===== src/rtl/abro_pkg.sv =====
// Shared definitions for the ABRO stimulus sequencer: FSM encoding and
// the layout of a queued drive command, {a, b, hold} from MSB to LSB.
package abro_pkg;

  typedef enum logic [1:0] {
    ST_IDLE   = 2'd0,
    ST_DRIVE  = 2'd1,
    ST_SETTLE = 2'd2
  } abro_state_e;

  function automatic int cmd_width(input int hold_w);
    return hold_w + 2;
  endfunction

endpackage


===== src/rtl/abro_cmd_fifo.sv =====
// Synchronous FIFO with first-word-fall-through read data. Pointers carry a
// wrap bit so full and empty are told apart by comparing the MSB.
module abro_cmd_fifo #(
  parameter int DEPTH = 4,
  parameter int W     = 6
) (
  input  logic                     clk,
  input  logic                     reset,
  input  logic                     push,
  input  logic [W-1:0]             wdata,
  input  logic                     pop,
  output logic [W-1:0]             rdata,
  output logic                     full,
  output logic                     empty,
  output logic [$clog2(DEPTH):0]   level
);

  localparam int AW = $clog2(DEPTH);
  localparam int PW = AW + 1;

  logic [W-1:0]  mem [DEPTH];
  logic [PW-1:0] wr_ptr_q, wr_ptr_d;
  logic [PW-1:0] rd_ptr_q, rd_ptr_d;
  logic          do_push, do_pop;

  assign empty   = (wr_ptr_q == rd_ptr_q);
  assign full    = (wr_ptr_q[AW-1:0] == rd_ptr_q[AW-1:0]) &&
                   (wr_ptr_q[AW] != rd_ptr_q[AW]);
  assign level   = wr_ptr_q - rd_ptr_q;
  assign rdata   = mem[rd_ptr_q[AW-1:0]];
  assign do_push = push && !full;
  assign do_pop  = pop && !empty;

  always_comb begin
    wr_ptr_d = wr_ptr_q;
    rd_ptr_d = rd_ptr_q;
    if (do_push) wr_ptr_d = wr_ptr_q + PW'(1);
    if (do_pop)  rd_ptr_d = rd_ptr_q + PW'(1);
  end

  always_ff @(posedge clk or posedge reset) begin
    if (reset) begin
      wr_ptr_q <= '0;
      rd_ptr_q <= '0;
    end else begin
      wr_ptr_q <= wr_ptr_d;
      rd_ptr_q <= rd_ptr_d;
    end
  end

  // Storage needs no reset: the pointers alone define what is valid.
  always_ff @(posedge clk) begin
    if (do_push) mem[wr_ptr_q[AW-1:0]] <= wdata;
  end

endmodule


===== src/rtl/abro_sequencer.sv =====
// Plays queued {a, b, hold} commands onto ABRO's A/B inputs as timed level
// windows and reports per command whether O fired during the window or SETTLE.
module abro_sequencer
  import abro_pkg::*;
#(
  parameter int DEPTH  = 4,
  parameter int HOLD_W = 4
) (
  input  logic                    clk,
  input  logic                    reset,
  input  logic                    cmd_valid,
  output logic                    cmd_ready,
  input  logic                    cmd_a,
  input  logic                    cmd_b,
  input  logic [HOLD_W-1:0]       cmd_hold,
  output logic                    A,
  output logic                    B,
  input  logic                    O,
  output logic                    busy,
  output logic [$clog2(DEPTH):0]  level,
  output logic                    rsp_valid,
  output logic                    rsp_o
);

  localparam int CW = cmd_width(HOLD_W);

  abro_state_e       state_q, state_d;
  logic              a_q, a_d, b_q, b_d;
  logic [HOLD_W-1:0] cnt_q, cnt_d;
  logic              seen_q, seen_d;
  logic              rsp_valid_q, rsp_valid_d;
  logic              rsp_o_q, rsp_o_d;

  logic          fifo_full, fifo_empty, pop;
  logic [CW-1:0] rdata;

  assign cmd_ready = ~fifo_full;
  assign pop       = (state_q == ST_IDLE) && !fifo_empty;

  abro_cmd_fifo #(.DEPTH(DEPTH), .W(CW)) u_fifo (
    .clk   (clk),
    .reset (reset),
    .push  (cmd_valid && cmd_ready),
    .wdata ({cmd_a, cmd_b, cmd_hold}),
    .pop   (pop),
    .rdata (rdata),
    .full  (fifo_full),
    .empty (fifo_empty),
    .level (level)
  );

  always_comb begin
    state_d     = state_q;
    a_d         = a_q;
    b_d         = b_q;
    cnt_d       = cnt_q;
    seen_d      = seen_q;
    rsp_valid_d = 1'b0;
    rsp_o_d     = rsp_o_q;
    case (state_q)
      ST_IDLE: begin
        a_d = 1'b0;
        b_d = 1'b0;
        if (!fifo_empty) begin
          a_d     = rdata[CW-1];
          b_d     = rdata[CW-2];
          cnt_d   = rdata[HOLD_W-1:0];
          seen_d  = 1'b0;
          state_d = ST_DRIVE;
        end
      end
      ST_DRIVE: begin
        seen_d = seen_q | O;
        if (cnt_q == '0) begin
          a_d     = 1'b0;
          b_d     = 1'b0;
          state_d = ST_SETTLE;
        end else begin
          cnt_d = cnt_q - HOLD_W'(1);
        end
      end
      ST_SETTLE: begin
        // O from ABRO lags A/B by a register, so the zero cycle still counts.
        rsp_valid_d = 1'b1;
        rsp_o_d     = seen_q | O;
        state_d     = ST_IDLE;
      end
      default: state_d = ST_IDLE;
    endcase
  end

  always_ff @(posedge clk or posedge reset) begin
    if (reset) begin
      state_q     <= ST_IDLE;
      a_q         <= 1'b0;
      b_q         <= 1'b0;
      cnt_q       <= '0;
      seen_q      <= 1'b0;
      rsp_valid_q <= 1'b0;
      rsp_o_q     <= 1'b0;
    end else begin
      state_q     <= state_d;
      a_q         <= a_d;
      b_q         <= b_d;
      cnt_q       <= cnt_d;
      seen_q      <= seen_d;
      rsp_valid_q <= rsp_valid_d;
      rsp_o_q     <= rsp_o_d;
    end
  end

  assign A         = a_q;
  assign B         = b_q;
  assign rsp_valid = rsp_valid_q;
  assign rsp_o     = rsp_o_q;
  assign busy      = (state_q != ST_IDLE) || !fifo_empty;

endmodule


===== config.mk =====
export PLATFORM = sky130hd
export DESIGN_NAME = abro_sequencer
export DESIGN_NICKNAME = d
export VERILOG_FILES = /design/src/rtl/abro_pkg.sv /design/src/rtl/abro_cmd_fifo.sv /design/src/rtl/abro_sequencer.sv
export SDC_FILE = /design/constraint.sdc
export NUM_CORES = 1
export LEC_CHECK = 0
export BUFFER_PORTS_ARGS = -buffer_cell sky130_fd_sc_hd__clkbuf_2
export CAP_MARGIN = 20
export CORE_MARGIN = 2
export CORE_UTILIZATION = 65
export CTS_BUF_LIST = sky130_fd_sc_hd__clkbuf_4
export CTS_CLUSTER_SIZE = 20
export DETAILED_ROUTE_END_ITERATION = 8
export PLACE_DENSITY = 0.86
export SLEW_MARGIN = 15
export SYNTH_ARGS = -nofsm -noshare
export SYNTH_HDL_FRONTEND = slang
export SYNTH_SLANG_ARGS = --single-unit

===== constraint.sdc =====
create_clock -name clk -period 6 [get_ports clk]
set_clock_uncertainty 0.15 [all_clocks]
set_input_delay 1.2 -clock clk [delete_from_list [all_inputs] [get_ports clk]]
set_output_delay 1.2 -clock clk [all_outputs]
set_load 0.1 [all_outputs]

==> flow_summary.json <==
{
  "ant_nets": 0,
  "post-synth-top-area-cell": "edfxtp_1",
  "htree_levels": 2,
  "ctsResizeCount": 0,
  "die_w_um": 57.23,
  "hp-class": "register to register",
  "holdPathEnd": "B$_DFFE_PP0P_",
  "antenna_found_initial": 0,
  "pre_cts_slack_ps": 2755,
  "finalNetCount": 172,
  "crit_type": "register to output port",
  "first_iter_violations": 51,
  "grt_pass1_wl_um": 4974,
  "grt_max_degree": 18,
  "clk_latency_ps": 330,
  "r2r-end": "u_fifo.mem[0][2]$_DFFE_PP_",
  "cts_root_buffer": "clkbuf_4",
  "hold_buffers": 0,
  "cap_violations": 0,
  "crit_path_max_fanout": 10,
  "synth_top_area_frac": 0.3913,
  "grt_pass1_vias": 1027,
  "critPathLaunchType": "register",
  "synth_cells": 130,
  "yosys-top-cells-area": "edfxtp_1, dfrtp_1, mux4_2, ha_1, inv_1",
  "maxSlewViolCount": 0,
  "reg2regPathDepth": 5,
  "firstDrtPassIters": 4,
  "syn_nets": 149,
  "slew_headroom": 0.5606,
  "clk_pin_slew_ps": 120,
  "synth_cell_types": 34,
  "cts_tree": "done",
  "hold_viol": 0,
  "dieArea_mm2": 0.003275,
  "cts_buffer_depth": 2,
  "fin_ws_ps": 2397,
  "status": "complete, no violations",
  "cp_data_required_time_ps": 4650,
  "whs_ps": 377.7,
  "n_antenna_cell": 0,
  "track_usage": 0.2071,
  "cp-startpoint": "u_fifo.rd_ptr_q[0]$_DFFE_PP0P_",
  "setup_viol": 0,
  "layout-drive-gt1-share": 0.2403,
  "setup_tns_ps": 0,
  "num_vias": 1068,
  "synth_area_per_cell_um2": 14.17,
  "cts_buffers": 5,
  "io_buffers": 18,
  "via_per_inst": 5.773,
  "die_h_um": 57.23,
  "area_growth_pct": 10.80,
  "gp_congestion": 0.8613,
  "dp.final_hpwl_um": 2152,
  "r2r_slack_ps": 3680,
  "cp-end-kind": "output port",
  "rsz0062_at_grt": "false",
  "post-route-period-util": 0.6004,
  "wl_um": 3006,
  "drt-wirelength-per-cell_um": 16.25,
  "clock_sinks": 41,
  "period_minus_slack_ps": 3603,
  "hold_path_depth": 2,
  "postCtsSetupRepairBufs": 0,
  "io-pin-count": 19,
  "grt.overflow.total": 0,
  "netlist_area_mm2": 0.001842,
  "yosys_warnings": 0,
  "start_util": 0.6737,
  "worstHoldStart": "B$_DFFE_PP0P_",
  "core_mm2": 0.002734,
  "yosys_register_bits": 41,
  "mostFrequentLayoutCells": "edfxtp_1, clkbuf_2, dfrtp_1",
  "fmax_mhz": 277.6,
  "rows": 19,
  "drc_errors": 0,
  "mostFrequentLayoutCell": "edfxtp_1",
  "tightestPinTransition_ps": 658.4,
  "reg2reg_from": "u_fifo.rd_ptr_q[1]$_DFFE_PP0P_",
  "yosysSeqAreaShare": 0.6223,
  "cp.arrival_ps": 2250
}
[logic make-up (layout without fill, tap and decap cells)]
kind of cell               after synthesis  after routing  synth area share
xor gates and xnor gates                 7              7           0.03737
adders and majority gates                9              9           0.06522
muxes                                    8              8           0.07880
and+or+nand+nor                         32             32           0.09307
DFF                                     41             41            0.6223
AOI/OAI and AO/OA                       20             20           0.07609
buffers and inverters                   13             37           0.02717
[through the flow]
stage          std cells    util  area [um^2]
3_3_place_gp         177  0.7176         1962
6_report             185  0.7465         2041
2_1_floorplan        130       -         1842
3_5_place_dp         177  0.7176         1962
4_1_cts              185  0.7465         2041
5_1_grt              185  0.7465         2041
[Yosys cell counts]
master	instances
fa_1	1
and2_4	1
clkbuf_1	1
or3_1	1
o21a_2	1
a21oi_1	7
buf_2	1
xnor2_2	1
nor2b_1	2
mux2_2	2
nand2_1	6
inv_1	11
a211oi_4	1
or3b_1	1
nor2_1	9
nand4_1	1
xor2_1	2
mux2i_1	1
and3b_1	1
edfxtp_1	24
xnor2_1	4
o21ai_1	1
nand2b_1	2
mux4_2	5
a22o_1	1
and4bb_2	1
nand3_1	4
o21ai_0	4
ha_1	8
o21a_1	1
and2_1	3
o2bb2ai_1	3
dfrtp_1	17
o311ai_0	1
[worst max path at each step]
stage | end | slack (ps) | depth (start not counted)
CTS | level[2] | 2380 | 4
finish | level[2] | 2400 | 4
floorplan | level[2] | 2060 | 4
global route | level[2] | 2270 | 4
global placement | level[2] | 2790 | 4
detailed placement | level[2] | 2750 | 4
[registers in the layout, summed over array words and instances, names as in the netlist]
signal and cells:
rsp_valid 1, state_q 2, u_fifo.mem 24, B 1, u_fifo.wr_ptr_q 3, seen_q 1, u_fifo.rd_ptr_q 3, cnt_q 4
rsp_o 1, A 1
[critical path, cell delays in order (launching register included)]
cell	delay [ps]
dfrtp_1	590
ha_1	310
fa_1	380
xnor2_1	160
clkbuf_2	470
[final cells by class]
| type | count | area [um^2] |
|---|---|---|
| Sequential cell | 41 | 1146 |
| Fill cell | 172 | 693.2 |
| Multi-Input combinational cell | 76 | 645.6 |
| Timing Repair Buffer | 18 | 90.09 |
| Clock inverter | 3 | 41.29 |
| Inverter | 11 | 41.29 |
| Tap cell | 31 | 38.79 |
| Clock buffer | 5 | 37.54 |
[routing by layer]
layer / vias to the layer above / global-route usage / share of wire
met4: 0 / 0.08306 / 0.011
met3: 4 / 0.05215 / 0.035
met2: 22 / 0.3383 / 0.51
met5: - / 0 / 0
met1: 531 / 0.2691 / 0.44
li1: 511 / - / -
Power is not shown: default switching activity piles up to over one toggle a cycle in this logic, so the estimate is an artifact.
